$ cat config.mk
export PLATFORM = sky130hd
export DESIGN_NAME = branch_ctrl_unit
export DESIGN_NICKNAME = d
export VERILOG_FILES = /design/src/rtl/branch_pkg.sv /design/src/rtl/branch_ctrl_unit_sat_counter.sv /design/src/rtl/branch_ctrl_unit.sv
export SDC_FILE = /design/constraint.sdc
export NUM_CORES = 1
export LEC_CHECK = 0
export ABC_AREA = 0
export BUFFER_PORTS_ARGS = -buffer_cell sky130_fd_sc_hd__buf_2
export CAP_MARGIN = 25
export CORE_MARGIN = 1
export CORE_UTILIZATION = 40
export DETAILED_ROUTE_END_ITERATION = 7
export GPL_TIMING_DRIVEN = 0
export SETUP_SLACK_MARGIN = 0.2
export SYNTH_ARGS = -nofsm -noshare
export SYNTH_HDL_FRONTEND = slang
export SYNTH_SLANG_ARGS = --single-unit
$ cat constraint.sdc
create_clock -name clk -period 3.1 [get_ports clk]
set_input_delay 0.155 -clock clk [delete_from_list [all_inputs] [get_ports clk]]
set_output_delay 0.155 -clock clk [all_outputs]
set_load 0.03 [all_outputs]
$ cat src/rtl/branch_pkg.sv
// Shared definitions for branch resolution: condition codes and ALU flag bit positions.
// The main control FSM imports this package to drive cond_sel.
package branch_pkg;

    localparam logic [2:0] COND_EQ     = 3'd0;
    localparam logic [2:0] COND_NE     = 3'd1;
    localparam logic [2:0] COND_LT     = 3'd2;
    localparam logic [2:0] COND_GE     = 3'd3;
    localparam logic [2:0] COND_LTU    = 3'd4;
    localparam logic [2:0] COND_GEU    = 3'd5;
    localparam logic [2:0] COND_ALWAYS = 3'd6;
    localparam logic [2:0] COND_NEVER  = 3'd7;

    localparam int unsigned FLAG_Z = 0;
    localparam int unsigned FLAG_N = 1;
    localparam int unsigned FLAG_C = 2;
    localparam int unsigned FLAG_V = 3;
    localparam int unsigned FLAG_W = 4;

    // The outcome state value is the last_taken output itself.
    typedef enum logic {
        OutNt = 1'b0,
        OutTk = 1'b1
    } outcome_e;

endpackage

$ cat src/rtl/branch_ctrl_unit_sat_counter.sv
// Saturating up-counter with synchronous reset and clear; clear beats increment.
module sat_counter #(
    parameter int unsigned W = 16
) (
    input  logic         clk,
    input  logic         reset,
    input  logic         clr,
    input  logic         inc,
    output logic [W-1:0] q
);

    logic [W-1:0] cnt_q;
    logic [W-1:0] cnt_d;
    logic         at_max;

    assign at_max = &cnt_q;

    always_comb begin
        cnt_d = cnt_q;
        if (clr) begin
            cnt_d = '0;
        end else if (inc && !at_max) begin
            cnt_d = cnt_q + 1'b1;
        end
    end

    always_ff @(posedge clk) begin
        if (reset) begin
            cnt_q <= '0;
        end else begin
            cnt_q <= cnt_d;
        end
    end

    assign q = cnt_q;

endmodule

$ cat src/rtl/branch_ctrl_unit.sv
// Branch resolution and PC-write control: registered ALU flags with same-cycle bypass,
// eight-way condition decode, last-outcome FSM and saturating branch statistics.
module branch_ctrl_unit
    import branch_pkg::*;
#(
    parameter int unsigned CNT_W  = 16,
    parameter int unsigned COND_W = 3
) (
    input  logic              clk,
    input  logic              reset,
    input  logic              flag_load,
    input  logic              alu_zero,
    input  logic              alu_neg,
    input  logic              alu_carry,
    input  logic              alu_ovf,
    input  logic              pc_write,
    input  logic              pc_write_cond,
    input  logic [COND_W-1:0] cond_sel,
    input  logic              stat_clr,
    output logic              pc_en,
    output logic              cond_true,
    output logic              last_taken,
    output logic [CNT_W-1:0]  branch_cnt,
    output logic [CNT_W-1:0]  taken_cnt
);

    logic [FLAG_W-1:0] flags_q;
    logic [FLAG_W-1:0] flags_d;
    logic [FLAG_W-1:0] flags_live;
    logic [FLAG_W-1:0] flags_eff;
    logic [2:0]        sel;
    logic              taken;

    outcome_e state_q;
    outcome_e state_d;

    // ---------------------------------------------------------------- flag file
    always_comb begin
        flags_live         = '0;
        flags_live[FLAG_Z] = alu_zero;
        flags_live[FLAG_N] = alu_neg;
        flags_live[FLAG_C] = alu_carry;
        flags_live[FLAG_V] = alu_ovf;
    end

    always_comb begin
        flags_d = flags_q;
        if (flag_load) begin
            flags_d = flags_live;
        end
    end

    always_ff @(posedge clk) begin
        if (reset) begin
            flags_q <= '0;
        end else begin
            flags_q <= flags_d;
        end
    end

    // Bypass lets a compare and its branch share one control state.
    assign flags_eff = flag_load ? flags_live : flags_q;

    // ---------------------------------------------------------------- condition decode
    assign sel = cond_sel[2:0];

    always_comb begin
        cond_true = 1'b0;
        unique case (sel)
            COND_EQ:     cond_true = flags_eff[FLAG_Z];
            COND_NE:     cond_true = ~flags_eff[FLAG_Z];
            COND_LT:     cond_true = flags_eff[FLAG_N] ^ flags_eff[FLAG_V];
            COND_GE:     cond_true = ~(flags_eff[FLAG_N] ^ flags_eff[FLAG_V]);
            COND_LTU:    cond_true = ~flags_eff[FLAG_C];
            COND_GEU:    cond_true = flags_eff[FLAG_C];
            COND_ALWAYS: cond_true = 1'b1;
            COND_NEVER:  cond_true = 1'b0;
            default:     cond_true = 1'b0;
        endcase
    end

    assign taken = pc_write_cond & cond_true;
    assign pc_en = pc_write | taken;

    // ---------------------------------------------------------------- outcome FSM
    always_ff @(posedge clk) begin
        if (reset) begin
            state_q <= OutNt;
        end else begin
            state_q <= state_d;
        end
    end

    always_comb begin
        state_d = state_q;
        unique case (state_q)
            OutNt: if (pc_write_cond && cond_true)  state_d = OutTk;
            OutTk: if (pc_write_cond && !cond_true) state_d = OutNt;
            default: state_d = OutNt;
        endcase
    end

    always_comb begin
        last_taken = 1'b0;
        unique case (state_q)
            OutNt:   last_taken = 1'b0;
            OutTk:   last_taken = 1'b1;
            default: last_taken = 1'b0;
        endcase
    end

    // ---------------------------------------------------------------- statistics
    // taken_cnt only ever steps alongside branch_cnt, so it can never overtake it.
    sat_counter #(
        .W (CNT_W)
    ) u_branch_cnt (
        .clk   (clk),
        .reset (reset),
        .clr   (stat_clr),
        .inc   (pc_write_cond),
        .q     (branch_cnt)
    );

    sat_counter #(
        .W (CNT_W)
    ) u_taken_cnt (
        .clk   (clk),
        .reset (reset),
        .clr   (stat_clr),
        .inc   (taken),
        .q     (taken_cnt)
    );

endmodule

## After elaboration in Yosys (flattened, before gate mapping)

Cells that the tools add are included.

- Equality and inequality tests: 7
- Reductions and logical operators: 11
- $add $sub $neg: 2
- $mul: 0
- Shifts and indexed selects: 0
- $lt $le $gt $ge: 0
- Div/mod/pow operators: 0
- Bitwise gates (word level): 7
- Multiplexer cells: 6

Operators by type and width:

| cell | count |
|---|---|
| $add 16x1->16 const B | 2 |
| $reduce_and 16->1 | 2 |
| $eq 3x3->1 const B | 4 |
| $pmux 1 s8 | 1 |
| $eq 3x2->1 const B | 2 |
| $logic_and 1x1->1 | 4 |
| $mux 4 | 1 |
| $not 1->1 | 4 |
| $pmux 1 s2 | 2 |
| $eq 3x1->1 const B | 1 |
| $logic_not 1->1 | 3 |
| $logic_not 3->1 | 1 |
| $mux 1 | 2 |
| $reduce_or 2->1 | 1 |
| $and 1x1->1 | 1 |
| $or 1x1->1 | 1 |
| $xor 1x1->1 | 1 |

- RAM bits: 0
- Bits of input ports: 13
- Register bits after elaboration: 37
- Output and inout bits: 35
- Memories: 0
- Latch bits: 0
- ROM bits: 0

## Depth between registers and ports, before layout

- Word-level depth: 8
- Gate-level depth with buffers: 9
- Depth with buffers taken out: 7

## By module

From an unflattened synthesis, not the netlist that was laid out.

- Cell total of the unflattened synthesis: 254
- Area total of the unflattened synthesis: 2179.6 um^2

By module, submodules not included:

| module | cells each | times used | area an instance (um^2) |
|---|---|---|---|
| sat_counter | 110 | 2 | 924.6 |
| branch_ctrl_unit | 34 | 1 | 330.3 |

## Worst setup path after synthesis

Ideal clock, no wire load.

- Kind: register to register
- Start point: reg u_taken_cnt.cnt_q[2] (netlist: u_taken_cnt.q[2])
- End point: reg u_taken_cnt.cnt_q[13] (netlist: u_taken_cnt.q[13])
- Data arrival time: 1.932 ns
- Stages on the path, launching flop included: 7
- Required time: 3.031 ns
- Buffers on the path: 0
- Setup time: 0.069 ns
- Setup slack: 1.099 ns
- Cell sequence: dfxtp_1 and4_1 and4_1 nand4_1 mux2_2 or4_1 o21ai_1

- Cells in the longest elaborated chain, start to end: 3
- Elaborated cells on any way between the ends: 4
- Those cells by class: 1 x add/sub; 3 x reduce/logical

Ends and longest elaborated chain:

| what | line | text |
|---|---|---|
| from (decl) | branch_ctrl_unit_sat_counter.sv:12 | `logic [W-1:0] cnt_q;` |
| from (signal assigned) | branch_ctrl_unit_sat_counter.sv:31 | `cnt_q <= cnt_d;` |
| branches (longest 3 deep; another with $add 16x1->16) | - |  |

Parallel ways; which one is timed is not known.
A chain may end at the register's enable or synchronous reset.

## Worst setup path in the final report

- Start point: reg flags_q[1]
- End point: out pc_en

- Cells in the longest elaborated chain, start to end: 6

Ends and longest elaborated chain:

| what | line | text |
|---|---|---|
| from (decl) | branch_ctrl_unit.sv:27 | `logic [FLAG_W-1:0] flags_q;` |
| from (signal assigned) | branch_ctrl_unit.sv:57 | `flags_q <= flags_d;` |
| $mux 4 (*) | - |  |
| $xor 1x1->1 (*) | branch_ctrl_unit.sv:72, branch_ctrl_unit.sv:73 |  |
| $not 1->1 | branch_ctrl_unit.sv:73 | `COND_GE: cond_true = ~(flags_eff[FLAG_N] ^ flags_eff[FLAG_V]);` |
| $pmux 1 s8 (*) | branch_ctrl_unit.sv:69 | `unique case (sel)` |
| $and 1x1->1 (*) | branch_ctrl_unit.sv:82 | `assign taken = pc_write_cond & cond_true;` |
| $or 1x1->1 (*) | branch_ctrl_unit.sv:83 | `assign pc_en = pc_write \| taken;` |
| to (decl) | branch_ctrl_unit.sv:20 | `output logic pc_en,` |

Every way passes the cells marked *; elsewhere a longest branch is shown, timed or not.

==> results.ini <==
[critical_path]
path_delay_family=XOR/XNOR gates
cp-start-kind=register
crit_fanout=10
worstPathRequired_ps=2940
reg2reg_depth=7
end_kind=primary output
timing.critical_path.slowest_cell_delay_ps=410
path_class=register to primary output
cp_cell_sequence=xnor2_1 > mux2i_1 > o311ai_2 > xor2_1 > buf_6 > inv_1 > nand2_1 > nand2b_1 > buf_2
setup.worst_path.end=pc_en
crit_buf_inv=3
setup.worst_path.start=flags_q[1]
cp_slowest_cell=o311ai_2
path_depth=9
reg2reg_to=u_taken_cnt.q[6]
rrSetupSlack_ps=1050
cp.arrival_ps=2190
reg2reg_from=flags_q[1]

[route]
vias_per_cell=5.30
drt_iter0_markers=101
vias=1770
ant_nets=0
drt_wl_total_mm=4.26
wl_per_cell_um=12.7
first_pass_iters=6
post-route-drc-count=4

[worst_hold_path]
min_path_type=primary input to register

[power]
seqPwrFrac=0.541
internal_power_uw=671
max-vdd-ir-drop_v=0.000185
power_uw=898
pwr-share-comb=0.108
switchingPower_uw=226
leakagePower_uw=0.000886
p_per_area_nw_per_um2=396
swShare=0.252
clockPowerShare=0.352

[timing]
setup-violations-final=0
slew_headroom=0.665
tightest_slew_ps=498
setup_tns_ps=0
rsz0062_at_grt=false
timing.final.ws_setup_ps=753
final_max_slew_viol_count=0
skew_ps=3.69
max_freq_mhz=426
period_minus_slack_ps=2350
fin_crit_sh=0.757
finalHoldViolCount=0

[floorplan]
die_y_um=70.8
die-area_um2=5010
rows=24
ios=48
start_util=0.425
dieWidth_um=70.8
core_um2=4440

[final_layout]
final_common_cell=buf_2
layout.cells.most_common_list=buf_2 (48), dfxtp_1 (37), nor2_1 (29)
drive_gt1_frac=0.234
n_antenna_cell=0
fillerInstances=447
syn_to_final_growth_pct=20.0
finalNetCount=296
final_util=0.510

[run_status]
status=finished with violations
violations=design-rule violations

[clock_network]
clockRootBuffer=clkbuf_8
clock-sinks=37
clk_latency_ps=280
clock_path_buffers=2
ctsHtreeMaxLevel=2
numCtsBuffers=5
post_cts_buffers=0
cts_resized=0
clk_pin_slew_ps=70
hold_buffers=0
cts_tree=yes

[job]
drv_cap=0

[global_route]
grt_pass1_vias=1611
grt_max_degree=12
grt_usage=0.184
grt_pass1_wl_mm=7.40
antenna_found_initial=0
overflow=0

[placed_design]
io_buffers=46
dp_hpwl_mm=3.26
gp_congestion=0.741
place_ws_ps=1060

[yosys]
seq_area_frac_synth=0.392
ys_seq_elements=37
avgSynthCellArea_um2=8.29
syn_area_um2=1890
synth_cells=228
yosys_warnings=0
synth_cell_types=38
synth_fp_nets=243

==> flip-flops by register name, indices dropped and copies added, names as in the netlist, named ones only <==
name and cells:
u_taken_cnt.q 16, flags_q 4, u_branch_cnt.q 16
==> synthesized netlist by cell type, drive strengths merged <==
cell type | number | area [um^2]
a21oi | 16 | 80.1
a31o | 2 | 17.5
a41oi | 1 | 8.76
and2 | 4 | 27.5
and3 | 1 | 6.26
and4 | 7 | 61.3
buf | 5 | 36.3
clkbuf | 3 | 11.3
dfxtp | 37 | 741
ha | 2 | 25.0
inv | 3 | 11.3
mux2 | 1 | 11.3
mux2i | 8 | 80.1
nand2 | 25 | 93.8
nand2b | 1 | 6.26
nand3 | 8 | 45.0
nand4 | 10 | 62.6
nand4b | 1 | 8.76
nor2 | 29 | 109
nor3 | 6 | 30.0
nor4 | 1 | 6.26
o211ai | 2 | 20.0
o21ai | 13 | 65.1
o21bai | 1 | 7.51
o311ai | 1 | 16.3
o31ai | 4 | 30.0
or2 | 1 | 6.26
or3 | 13 | 81.3
or3b | 1 | 8.76
or4 | 6 | 45.0
xnor2 | 7 | 61.3
xor2 | 8 | 70.1
==> layer usage <==
metal / vias up / track usage / routed length [um]
li1: 935 / - / -
met1: 799 / 0.261 / 2190
met2: 34 / 0.280 / 1860
met3: 2 / 0.0413 / 178
met4: 0 / 0.0556 / 29
met5: - / 0 / 0
==> area by class of cell <==
cell class / instances / area (um^2) / share of cell area
clock inverter: 2 / 10.0 / 0.00441
inverter: 3 / 11.3 / 0.00496
sequential: 37 / 741 / 0.327
buffer: 8 / 47.5 / 0.0210
timing repair buffer: 46 / 230 / 0.101
multi-input combinational: 180 / 1090 / 0.481
tap: 52 / 65.1 / 0.0287
clock buffer: 6 / 72.6 / 0.0320
==> power groups by stage <==
stage	clock network (uW)	logic (uW)	registers (uW)
6_report	316	96.8	485
5_1_grt	357	107	486
4_1_cts	331	98.2	485
3_5_place_dp	0	97.7	496
3_3_place_gp	0	96.9	496
2_1_floorplan	0	60.5	501
==> stage by stage <==
stage / hold WS, ps / cell area [um^2] / instances
final: 126 / 2270 / 334
after global routing: 127 / 2270 / 334
after CTS: 119 / 2270 / 334
after detailed placement: 420 / 2190 / 326
after global placement: 412 / 2190 / 326
after floorplan: 224 / 1890 / 228
==> worst min path at each step <==
stage                  to  cells past startpoint       from  slack [ps]
2_1_floorplan    register                      1      reset         220
3_3_place_gp   flags_q[2]                      3  alu_carry         410
3_5_place_dp   flags_q[0]                      3   alu_zero         420
4_1_cts          register                      2      reset         120
5_1_grt          register                      2      reset         130
6_report         register                      2      reset         130
==> cell families (layout without fill, tap and decap cells) <==
family          count (synthesis)  count (layout)  synth area share
xor+xnor                       15              15            0.0695
flops                          37              37             0.392
mux                             9               9            0.0483
simple gates                  114             114             0.316
compound gates                 40              40             0.130
buf+inv                        11              65            0.0311
fa+ha+maj                       2               2            0.0132
Power figures use the tool's default switching activity.
